<file path="src/rtl/multicycle_pkg.sv">
// Shared state encoding, opcodes and datapath select codes for the multicycle controller.
package multicycle_pkg;

    typedef enum logic [3:0] {
        IDLE,
        FETCH,
        DECODE,
        EXEC_R,
        WB_R,
        EXEC_I,
        WB_I,
        ADDR,
        MEM_RD,
        MEM_WR,
        BRANCH,
        JAL,
        JR,
        HALT,
        FAULT
    } state_t;

    localparam logic [3:0] OP_ADD  = 4'h0;
    localparam logic [3:0] OP_SUB  = 4'h1;
    localparam logic [3:0] OP_AND  = 4'h2;
    localparam logic [3:0] OP_OR   = 4'h3;
    localparam logic [3:0] OP_ADDI = 4'h4;
    localparam logic [3:0] OP_LW   = 4'h5;
    localparam logic [3:0] OP_SW   = 4'h6;
    localparam logic [3:0] OP_BEQ  = 4'h7;
    localparam logic [3:0] OP_JAL  = 4'h8;
    localparam logic [3:0] OP_JR   = 4'h9;
    localparam logic [3:0] OP_HALT = 4'hF;

    localparam logic [1:0] M2R_ALU = 2'b00;
    localparam logic [1:0] M2R_MEM = 2'b01;
    localparam logic [1:0] M2R_PC  = 2'b10;

    localparam logic [1:0] R1_IR11_8 = 2'b00;
    localparam logic [1:0] R1_IR7_4  = 2'b01;
    localparam logic [1:0] R1_IR3_0  = 2'b10;
    localparam logic [1:0] R1_R15    = 2'b11;

    localparam logic [1:0] RWC_IR11_8 = 2'b00;
    localparam logic [1:0] RWC_IR7_4  = 2'b01;
    localparam logic [1:0] RWC_IR3_0  = 2'b10;
    localparam logic [1:0] RWC_R15    = 2'b11;

    localparam logic [1:0] SRCB_REG   = 2'b00;
    localparam logic [1:0] SRCB_ONE   = 2'b01;
    localparam logic [1:0] SRCB_SEXT4 = 2'b10;
    localparam logic [1:0] SRCB_SEXT8 = 2'b11;

    localparam logic [1:0] ALU_ADD = 2'b00;
    localparam logic [1:0] ALU_SUB = 2'b01;
    localparam logic [1:0] ALU_AND = 2'b10;
    localparam logic [1:0] ALU_OR  = 2'b11;

    localparam logic [1:0] PCS_ALU    = 2'b00;
    localparam logic [1:0] PCS_ALUOUT = 2'b01;
    localparam logic [1:0] PCS_JUMP   = 2'b10;
    localparam logic [1:0] PCS_READ1  = 2'b11;

    function automatic logic is_mem_state(input state_t s);
        return (s == FETCH) || (s == MEM_RD) || (s == MEM_WR);
    endfunction

endpackage

</file>
<file path="src/rtl/mem_wait_timer.sv">
// Counts consecutive stalled cycles of a memory request; flags a timeout when the
// limit is reached and the request is still not ready.
module mem_wait_timer #(
    parameter int MEM_WAIT_MAX = 15
) (
    input  logic i_clk,
    input  logic i_rst_n,
    input  logic i_active,
    input  logic i_ready,
    output logic o_timeout
);

    localparam int CW = (MEM_WAIT_MAX < 1) ? 1 : $clog2(MEM_WAIT_MAX + 1);

    logic [CW-1:0] r_count;
    logic          w_at_max;

    assign w_at_max  = (r_count == CW'(MEM_WAIT_MAX));
    assign o_timeout = i_active && !i_ready && w_at_max;

    always_ff @(posedge i_clk or negedge i_rst_n) begin
        if (!i_rst_n) begin
            r_count <= '0;
        end else if (!i_active || i_ready) begin
            r_count <= '0;
        end else if (!w_at_max) begin
            r_count <= r_count + CW'(1);
        end
    end

endmodule

</file>
<file path="src/rtl/multicycle_control.sv">
// Multicycle control FSM: fetch/decode/execute/memory/writeback sequencing for the
// 16-bit, 4-bit-opcode ISA, with memory-stall timeout and illegal-opcode fault.
module multicycle_control
    import multicycle_pkg::*;
#(
    parameter int MEM_WAIT_MAX = 15
) (
    input  logic       Clock,
    input  logic       Reset_n,
    input  logic [3:0] IR15_12,
    input  logic       Zero,
    input  logic       MemReady,
    output logic       IRWrite,
    output logic       RegWrite,
    output logic [1:0] MemToReg,
    output logic [1:0] RegOneRead,
    output logic       RegTwoRead,
    output logic [1:0] RegWriteCode,
    output logic       MemRead,
    output logic       MemWrite,
    output logic       IorD,
    output logic       ALUSrcA,
    output logic [1:0] ALUSrcB,
    output logic [1:0] ALUOp,
    output logic       PCWrite,
    output logic       PCWriteCond,
    output logic [1:0] PCSource,
    output logic       Halted,
    output logic       Fault
);

    state_t r_state;
    state_t w_state_next;
    logic   w_mem_active;
    logic   w_timeout;
    logic   w_unused;

    // Zero qualifies PCWriteCond in the datapath; the sequencer itself never needs it.
    assign w_unused     = Zero;
    assign w_mem_active = is_mem_state(r_state);

    mem_wait_timer #(
        .MEM_WAIT_MAX(MEM_WAIT_MAX)
    ) u_mem_wait_timer (
        .i_clk    (Clock),
        .i_rst_n  (Reset_n),
        .i_active (w_mem_active),
        .i_ready  (MemReady),
        .o_timeout(w_timeout)
    );

    always_ff @(posedge Clock or negedge Reset_n) begin
        if (!Reset_n) begin
            r_state <= IDLE;
        end else begin
            r_state <= w_state_next;
        end
    end

    always_comb begin
        w_state_next = r_state;
        IRWrite      = 1'b0;
        RegWrite     = 1'b0;
        MemToReg     = M2R_ALU;
        RegOneRead   = R1_IR11_8;
        RegTwoRead   = 1'b0;
        RegWriteCode = RWC_IR11_8;
        MemRead      = 1'b0;
        MemWrite     = 1'b0;
        IorD         = 1'b0;
        ALUSrcA      = 1'b0;
        ALUSrcB      = SRCB_REG;
        ALUOp        = ALU_ADD;
        PCWrite      = 1'b0;
        PCWriteCond  = 1'b0;
        PCSource     = PCS_ALU;
        Halted       = 1'b0;
        Fault        = 1'b0;

        case (r_state)
            IDLE: w_state_next = FETCH;
            FETCH: begin
                MemRead = 1'b1;
                ALUSrcB = SRCB_ONE;
                if (MemReady) begin
                    IRWrite      = 1'b1;
                    PCWrite      = 1'b1;
                    w_state_next = DECODE;
                end else if (w_timeout) begin
                    w_state_next = FAULT;
                end
            end
            DECODE: begin
                ALUSrcB = SRCB_SEXT4;
                case (IR15_12)
                    OP_ADD, OP_SUB, OP_AND, OP_OR: w_state_next = EXEC_R;
                    OP_ADDI:                       w_state_next = EXEC_I;
                    OP_LW, OP_SW:                  w_state_next = ADDR;
                    OP_BEQ:                        w_state_next = BRANCH;
                    OP_JAL:                        w_state_next = JAL;
                    OP_JR:                         w_state_next = JR;
                    OP_HALT:                       w_state_next = HALT;
                    default:                       w_state_next = FAULT;
                endcase
            end
            EXEC_R: begin
                RegOneRead   = R1_IR7_4;
                RegTwoRead   = 1'b1;
                ALUSrcA      = 1'b1;
                ALUOp        = IR15_12[1:0];
                w_state_next = WB_R;
            end
            WB_R, WB_I: begin
                RegWrite     = 1'b1;
                w_state_next = FETCH;
            end
            EXEC_I: begin
                ALUSrcA      = 1'b1;
                ALUSrcB      = SRCB_SEXT8;
                w_state_next = WB_I;
            end
            ADDR: begin
                RegOneRead   = R1_IR7_4;
                ALUSrcA      = 1'b1;
                ALUSrcB      = SRCB_SEXT4;
                w_state_next = (IR15_12 == OP_SW) ? MEM_WR : MEM_RD;
            end
            MEM_RD: begin
                MemRead  = 1'b1;
                IorD     = 1'b1;
                MemToReg = M2R_MEM;
                if (MemReady) begin
                    RegWrite     = 1'b1;
                    w_state_next = FETCH;
                end else if (w_timeout) begin
                    w_state_next = FAULT;
                end
            end
            MEM_WR: begin
                MemWrite = 1'b1;
                IorD     = 1'b1;
                if (MemReady) begin
                    w_state_next = FETCH;
                end else if (w_timeout) begin
                    w_state_next = FAULT;
                end
            end
            BRANCH: begin
                ALUSrcA      = 1'b1;
                ALUOp        = ALU_SUB;
                PCWriteCond  = 1'b1;
                PCSource     = PCS_ALUOUT;
                w_state_next = FETCH;
            end
            // r15 captures the already-incremented PC on the same edge the jump loads.
            JAL: begin
                RegWrite     = 1'b1;
                MemToReg     = M2R_PC;
                RegWriteCode = RWC_R15;
                PCWrite      = 1'b1;
                PCSource     = PCS_JUMP;
                w_state_next = FETCH;
            end
            JR: begin
                PCWrite      = 1'b1;
                PCSource     = PCS_READ1;
                w_state_next = FETCH;
            end
            HALT:    Halted = 1'b1;
            FAULT:   Fault  = 1'b1;
            default: w_state_next = FAULT;
        endcase
    end

endmodule

</file>
<file path="config.mk">
export PLATFORM = sky130hd
export DESIGN_NAME = multicycle_control
export DESIGN_NICKNAME = d
export VERILOG_FILES = /design/src/rtl/multicycle_pkg.sv /design/src/rtl/mem_wait_timer.sv /design/src/rtl/multicycle_control.sv
export SDC_FILE = /design/constraint.sdc
export NUM_CORES = 1
export LEC_CHECK = 0
export BUFFER_PORTS_ARGS = -buffer_cell sky130_fd_sc_hd__buf_4
export CORE_ASPECT_RATIO = 1.25
export CORE_UTILIZATION = 45
export CTS_CLUSTER_SIZE = 8
export DETAILED_ROUTE_END_ITERATION = 6
export GPL_TIMING_DRIVEN = 0
export PLACE_DENSITY_LB_ADDON = 0.25
export SLEW_MARGIN = 40
export SYNTH_ARGS = -nofsm -noshare
export SYNTH_HDL_FRONTEND = slang
export SYNTH_HIERARCHICAL = 1
export SYNTH_SLANG_ARGS = --single-unit
</file>
<file path="constraint.sdc">
create_clock -name Clock -period 2.41 [get_ports Clock]
set_clock_uncertainty 0.1 [all_clocks]
set_input_delay 0.1205 -clock Clock [delete_from_list [all_inputs] [get_ports Clock]]
set_output_delay 0.1205 -clock Clock [all_outputs]
set_load 0.05 [all_outputs]
</file>
# Word level (Yosys, flattened, before mapping)
# Memories as Yosys holds them, arrays and structs flattened.
# Index checks and enable logic that the tools add are counted.
# op_classes
add_sub_neg	1
n_eq_ne	17
mux	25
n_reduce_logical	17
# op_table
op	count
$eq 4x4->1 const B	8
$pmux 4 s8	1
$eq 4x3->1 const B	5
$mux 4	5
$mux 1	12
$pmux 2 s3	2
$reduce_or 2->1	6
$eq 4x2->1 const B	2
$pmux 2 s2	2
$reduce_or 6->1	1
$add 4x1->4 const B	1
$eq 4x1->1 const B	1
$logic_not 4->1	1
$pmux 1 s2	2
$reduce_or 4->1	1
$logic_or 1x1->1	3
$reduce_or 3->1	1
$logic_and 1x1->1	2
$logic_not 1->1	2
$mux 2	1
$ne 2x2->1 const B	1
# word_totals
register_bits	8
romBits	64
input_bits	8
output_inout_bits	23
word_cells	63
memories	1
# memory_table
name	depth	word_bits	rd	rd_ports_with_merged_regs	write_ports	line	source
(no name shown)	16	4	1	0	0	multicycle_control.sv:95	case (IR15_12)

# Longest topological paths before layout
# Gate-level depths: netlist of run 1.
# logic_depth
ltp_word	8
mapped_depth	9
ltp_nobuf	8

# Hierarchy
# Netlist of run 1, hierarchy kept.
# modules_own_cells
module	n_inst	cells_each	area_each_um2
multicycle_control	1	89	579.3
mem_wait_timer	1	20	225.2

# Least setup slack after synthesis of run 1
# Ideal clock, no wire load.
# synth_path
path_kind	reg2out
startpoint	register r_state[1]
endpoint	output RegWrite
arrival_ns	2.760
required_ns	2.190
path_slack_ns	-0.571
stages_incl_launch_ff	5
n_path_buf	1
cell_sequence	dfrtp_1 -> buf_2 -> nor3_1 -> a22oi_1 -> o22ai_1
# synth_via
elab_chain_cells	3
elab_cells_between_ends	6
classes_between	4 x eq/ne; 1 x mux; 1 x reduce/logical
# synth_lines
element	line	source
start, declared	multicycle_control.sv:32	state_t r_state;
start signal, assigned	multicycle_control.sv:56	r_state <= w_state_next;
$eq 4x4->1 / $eq 4x3->1 (equally long branches)	multicycle_control.sv:80	case (r_state)
$reduce_or 3->1 (no line)	-	
$pmux 1 s2 *	multicycle_control.sv:80	
end, declared	multicycle_control.sv:14	output logic RegWrite,
# Mark *: on every way between the ends. The rest lies on a longest branch, timed or not.

# Worst setup path in the final report of run 1
# layout_path
startpoint	register r_state[1]
endpoint	register r_state[1]
# layout_via
elab_chain_cells	8
elab_cells_between_ends	26
classes_between	14 x eq/ne; 4 x mux; 8 x reduce/logical
# layout_lines
element	line	source
$eq 4x1->1 / $eq 4x4->1 (equally long branches)	multicycle_pkg.sv:64	return (s == FETCH) || (s == MEM_RD) || (s == MEM_WR);
$logic_or 1x1->1	multicycle_pkg.sv:64	
$logic_or 1x1->1 *	multicycle_pkg.sv:64	
named net w_mem_active	multicycle_control.sv:34	logic w_mem_active;
$logic_and 1x1->1 * (2 in a row)	mem_wait_timer.sv:19	assign o_timeout = i_active && !i_ready && w_at_max;
named net w_timeout	multicycle_control.sv:35	logic w_timeout;
$mux 4 *	-	
$mux 4, on equally long branches	-	
$pmux 4 s8 *	multicycle_control.sv:80	
# The timed path passes the listed nets; every way through them passes the cells marked *.
# A chain may end at the register's enable or synchronous reset.

==> impl_metrics.tcl, run 1 <==
set metrics [dict create \
    worstReg2RegEnd "r_state[1]" \
    htree_num_levels 1 \
    r2r_setup_slack_ns 0.25 \
    place.port_buffers 27 \
    startpoint_type "flop" \
    crit_arrival_ns 2.24 \
    synth-edff-count 0 \
    place_hpwl_mm 1.66 \
    min_period_ns 2.16 \
    grt.total_usage 0.250 \
    initial_core_util 0.496 \
    yosysTopAreaCell "dfrtp_1" \
    hold_viol 0 \
    die_area_mm2 0.00196 \
    synth_cell_types 40 \
    via_count 922 \
    grt_pass1_wl_mm 3.50 \
    utilization 0.662 \
    p_leak_nw 0.496 \
    path_clk_slew_ns 0.06 \
    ys_warn_count 6 \
    p_per_area_mw_per_mm2 1380 \
    outcome "complete, no violations" \
    antenna_left 0 \
    ff_latch_area_um2 200 \
    cts_tree "built" \
    synth-seq-cells 8 \
    syn_area_um2 805 \
    fin_nets 151 \
    netlist_top_cells_count "nor2_1 (15), nand2_1 (9), a21oi_1 (8), dfrtp_1 (8), o21ai_0 (7)" \
    synth_most_common_cell "nor2_1" \
    drive_gt1_frac 0.336 \
    postSynthAreaPerCell_um2 7.38 \
    die_height_um 49.3 \
    yosysTopAreaCellShare 0.249 \
    hold_buffers 1 \
    r2r_start "r_state[1]" \
    synth_area_leaders "dfrtp_1 (25%), nor2_1 (7.0%), a21oi_1 (5.0%), o21ai_0 (4.4%), nand2_1 (4.2%)" \
    crit_type "flop to flop" \
    r2r_cells 9 \
    ys_seq_area_frac 0.249 \
    setup_viol 0 \
    drt-initial-drc-count 17 \
    cts_buffer_depth 2 \
    cts_resized 0 \
    setup_tns_ns 0 \
    drc_errors 0 \
    rsz0062_at_grt "no" \
    multi_input_area_um2 558 \
    async_flop_share 1.00 \
    cts_sinks 8 \
    rows 16 \
    drt_pass1_iterations 4 \
    clk_latency_ns 0.26 \
    cts_root_buf "clkbuf_4" \
    drv_cap 0 \
    synth.net_count 118 \
    grt_pass1_vias 894 \
    startpoint "r_state[1]" \
    required_ns 2.49 \
    crit_end "r_state[1]" \
    cp-end-kind "flop" \
    critPathMaxFanout 10 \
    final.fill_count 151 \
    peakVddDrop_v 0.00115 \
    netlist_instances 109 \
    syn2layout_area_growth_pct 33.4 \
    min_path_type "primary input to asynchronous set/reset pin" \
    slew_viol_final 0 \
    fmax_mhz 463 \
    antenna_found_initial 0 \
    core-area_mm2 0.00162 \
    grt_start_max_net_pins 11 \
    post-route-period-util 0.897 \
    vias_per_cell 5.84 \
    synth_ff_type "dfrtp_1" \
    io_pins 31 \
    cts-buffers-inserted 3 \
    finalWirelength_mm 2.17 \
    die_w_um 39.8 \
    gp_congestion 0.880 \
    grt.overflow.total 0 \
    postCtsSetupRepairBufs 0 \
    avgRoutedWirePerCell_um 13.7 \
    antenna_cells 0 \
]
==> flip-flops by register name (all words and copies together) (netlist names) <==
register                  count
u_mem_wait_timer/r_count      4
r_state                       4
==> report_power, final <==
part,internal (mW),total [mW],switching (mW)
Sequential,0.174,0.231,0.0564
Clock,0.0571,0.105,0.0478
Combinational,0.351,1.14,0.791
Total,0.582,1.48,0.895
==> layer usage <==
metal  vias up  global-route usage  share of wire
li1        456                   -              -
met1       441               0.279           0.42
met2        19               0.434           0.54
met3         6              0.0274          0.025
met4         0               0.126          0.017
met5         -                   0              0
==> cells in the final DEF, fill, tap and decap left out, types with 3 or more instances in the layout <==
| cell | count |
|---|---|
| a21oi_1 | 8 |
| buf_2 | 4 |
| buf_4 | 29 |
| clkbuf_4 | 3 |
| dfrtp_1 | 8 |
| inv_1 | 4 |
| nand2_1 | 9 |
| nand2b_1 | 5 |
| nand3b_1 | 3 |
| nor2_1 | 15 |
| nor3_1 | 4 |
| o21ai_0 | 7 |
==> cell type report <==
type	instances	area share
plain buffers	8	0.0396
clock buffers	3	0.0210
well taps	18	0.0210
multi-input cells	89	0.520
inverters	4	0.0140
flip-flops and latches	8	0.186
repair buffers	28	0.198
==> logic make-up after synthesis <==
logic type	after synthesis	share of synthesized area
AOI/OAI and AO/OA	31	0.252
adders and majority gates	1	0.0155
buffers and inverters	12	0.0715
DFF	8	0.249
muxes	2	0.0249
other	1	0.00466
and+or+nand+nor	54	0.383
==> worst min path at each step <==
stage,start,to,slack [ns],cells past startpoint
after global placement,Reset_n,u_mem_wait_timer/r_count[3],-0.16,1
final,Reset_n,u_mem_wait_timer/r_count[3],0.11,2
after floorplan,Reset_n,r_state[0],-0.28,0
after global routing,MemReady,u_mem_wait_timer/r_count[1],0.12,3
after detailed placement,Reset_n,u_mem_wait_timer/r_count[2],-0.16,1
after CTS,Reset_n,u_mem_wait_timer/r_count[0],0.11,2
==> metrics by stage <==
stage / instances / hold slack (ns) / instance area (um^2) / total power, mW / setup WS (ns)
2_1_floorplan: 109 / -0.275 / 816 / 1.08 / 0.203
3_3_place_gp: 154 / -0.156 / 1040 / 1.35 / 0.271
3_5_place_dp: 154 / -0.158 / 1040 / 1.37 / 0.274
4_1_cts: 158 / 0.112 / 1070 / 1.47 / 0.261
5_1_grt: 158 / 0.121 / 1070 / 1.57 / 0.0842
6_report: 158 / 0.115 / 1070 / 1.48 / 0.249
==> critical path, stage by stage (launching register included) <==
cell and delay, ns:
dfrtp_1 0.46, buf_2 0.23, nor2_1 0.23, o21a_1 0.21, nand2b_1 0.13, nor2b_1 0.22, inv_1 0.06, o21ai_0 0.15
nand3_1 0.12, a31oi_1 0.17
Power figures use the tool's default switching activity.
==> run 2: changes to the inputs <==
--- a/config.mk
+++ b/config.mk
@@ -12,8 +12,7 @@
 export DETAILED_ROUTE_END_ITERATION = 6
 export GPL_TIMING_DRIVEN = 0
 export PLACE_DENSITY_LB_ADDON = 0.25
-export SLEW_MARGIN = 40
+export SLEW_MARGIN = 5
 export SYNTH_ARGS = -nofsm -noshare
 export SYNTH_HDL_FRONTEND = slang
-export SYNTH_HIERARCHICAL = 1
 export SYNTH_SLANG_ARGS = --single-unit
==> constraint.sdc (replaced) <==
create_clock -name Clock -period 2.41 [get_ports Clock]
set_clock_uncertainty 0.1 [all_clocks]
set_input_delay 0.1205 -clock Clock [delete_from_list [all_inputs] [get_ports Clock]]
set_output_delay 0.1205 -clock Clock [all_outputs]
set_load 0.01 [all_outputs]
==> run 2 against run 1 <==
Against the previous run:
- die area grew 1.9%
- sequential power shrank 9.5%
- clock-buffer cell count is the same
- global-route usage shrank 1.1 points
- maximum frequency grew 5.5%
- register-to-register slack gained 0.36 ns
- via count grew 5.1%
- hold slack lost 0.072 ns
- first-iteration DRC count grew 35%
==> impl_metrics.tcl, run 2 <==
set metrics [dict create \
    outcome "complete, no violations" \
    synth_most_common_cell "nor2_1" \
    gp_congestion 0.884 \
    vias_per_cell 5.91 \
    synth_ff_type "dfrtp_1" \
    hold_viol 0 \
    r2r_setup_slack_ns 0.61 \
    post-route-period-util 0.850 \
    worst_slack_ns 0.361 \
    cts-buffers-inserted 3 \
    die_w_um 40.2 \
    p_leak_nw 0.494 \
    finalWirelength_mm 2.16 \
    synth_cell_types 41 \
    cp-end-kind "output port" \
    crit_arrival_ns 1.83 \
    core-area_mm2 0.00164 \
    synth-seq-cells 8 \
    min_path_type "primary input to flop" \
    synth-edff-count 0 \
    netlist_instances 116 \
    dpl-instance-area_mm2 0.00104 \
    rows 16 \
    syn_area_um2 821 \
    drt-initial-drc-count 23 \
    grt_pass1_wl_mm 3.45 \
    layout_common_cells "buf_4 (28), nor2_1 (19), clkbuf_1 (8), a21oi_1 (8), dfrtp_1 (8)" \
    setup_tns_ns 0 \
    die_area_mm2 0.00200 \
    cts_root_buf "clkbuf_4" \
    crit_type "flop to output port" \
    drc_errors 0 \
    startpoint_type "flop" \
    antenna_found_initial 0 \
    utilization 0.652 \
    place.port_buffers 26 \
    postSynthAreaPerCell_um2 7.08 \
    final_cell_count_no_fill 164 \
    fin_nets 157 \
    top_regs "r_state: 4 flops, u_mem_wait_timer.r_count: 4 flops" \
    slew_viol_final 0 \
    critPathMaxFanout 10 \
    min_period_ns 2.05 \
    path_clk_slew_ns 0.04 \
    yosysTopAreaCell "dfrtp_1" \
    place_hpwl_mm 1.67 \
    ys_warn_count 0 \
    cts_resized 0 \
    layout_commonest_cell "buf_4" \
    peakVddDrop_v 0.000571 \
    cts_buffer_depth 2 \
    ys_seq_area_frac 0.244 \
    hold_buffers 1 \
    synth_area_leaders "dfrtp_1 (24%), nor2_1 (8.7%), nand2b_1 (5.3%), a21oi_1 (4.9%), clkbuf_1 (3.7%)" \
    cts_tree "built" \
    grt_start_max_net_pins 11 \
    htree_num_levels 1 \
    antenna_cells 0 \
    cts_sinks 8 \
    grt.overflow.total 0 \
    die_height_um 49.8 \
    dp_cells 160 \
    postCtsSetupRepairBufs 0 \
    drv_cap 0 \
    setup_viol 0 \
    drt_pass1_iterations 4 \
    p_per_area_mw_per_mm2 1100 \
    initial_core_util 0.500 \
    rsz0062_at_grt "no" \
    via_count 969 \
    final_area_mm2 0.00107 \
    required_ns 2.19 \
    yosysTopAreaCellShare 0.244 \
    drive_gt1_frac 0.253 \
    place_ws_ns 0.608 \
    netlist_top_cells_count "nor2_1 (19), a21oi_1 (8), clkbuf_1 (8), dfrtp_1 (8)" \
    fmax_mhz 488 \
    io_pins 31 \
    async_flop_share 1.00 \
    grt.total_usage 0.239 \
    clk_latency_ns 0.24 \
    avgRoutedWirePerCell_um 13.2 \
    synth.net_count 125 \
    antenna_left 0 \
    grt_pass1_vias 829 \
    syn2layout_area_growth_pct 30.5 \
]
==> run 2: changes by cell type after synthesis, moves of 2 or more <==
cell,delta
a22oi_1,-2
buf_2,-3
clkbuf_1,+6
nand2_1,-2
nand2b_1,+2
nand3_1,+2
nor2_1,+4
nor3_1,-2
o21ai_0,-2
o22ai_1,+2
xnor2_1,+2
==> run 2: report_power, final <==
part           switching, mW  internal (mW)  leakage (nW)
Sequential            0.0326          0.176         0.106
Clock                 0.0357         0.0563        0.0138
Combinational          0.490          0.389         0.375
Total                  0.559          0.621         0.494
==> run 2: path summary, 6_finish.rpt <==
kind,to,start,cells past startpoint
setup / recovery,RegWrite,r_state[1],7
hold / removal,r_state[3],MemReady,2
setup reg to reg,r_state[1],r_state[0],5
hold reg to reg,u_mem_wait_timer.r_count[3],u_mem_wait_timer.r_count[3],2
max in group asynchronous,r_state[3],Reset_n,2
min in group asynchronous,u_mem_wait_timer.r_count[0],Reset_n,2
==> run 2: stage by stage <==
stage                     hold WS (ns)  power, mW
after floorplan                 -0.275      0.774
after global placement          -0.159       1.06
after detailed placement        -0.159       1.08
after CTS                       0.0315       1.18
after global routing            0.0330       1.29
final                           0.0424       1.18
==> run 2: worst max-delay path: stages, from the launching register on <==
cell      delay (ns)
dfrtp_1         0.42
clkbuf_1        0.35
nor2_1          0.16
nand2_1         0.17
inv_1           0.07
a21boi_0        0.16
o22ai_1         0.10
buf_4           0.16
==> run 2: cell families (layout without fill, tap and decap cells) <==
kind of cell,Yosys count,count (layout),share of synthesized area
other,1,1,0.00457
xor gates and xnor gates,2,2,0.0213
adders and majority gates,2,2,0.0274
buffers and inverters,17,47,0.0976
DFF,8,8,0.244
and+or+nand+nor,55,55,0.351
muxes,2,2,0.0244
AOI/OAI and AO/OA,29,29,0.230
==> run 2: cell type report <==
type,instances,area [um^2]
plain buffers,12,61.3
clock buffers,3,22.5
flip-flops and latches,8,200
multi-input cells,91,541
repair buffers,27,205
inverters,5,18.8
fillers,164,571
well taps,18,22.5
==> run 2: layer usage <==
layer | track usage | share of wire | up-vias
met1 | 0.304 | 0.41 | 455
met3 | 0 | 0.053 | 2
met5 | 0 | 0 | -
met4 | 0.0611 | 0.0037 | 0
li1 | - | - | 469
met2 | 0.425 | 0.54 | 43
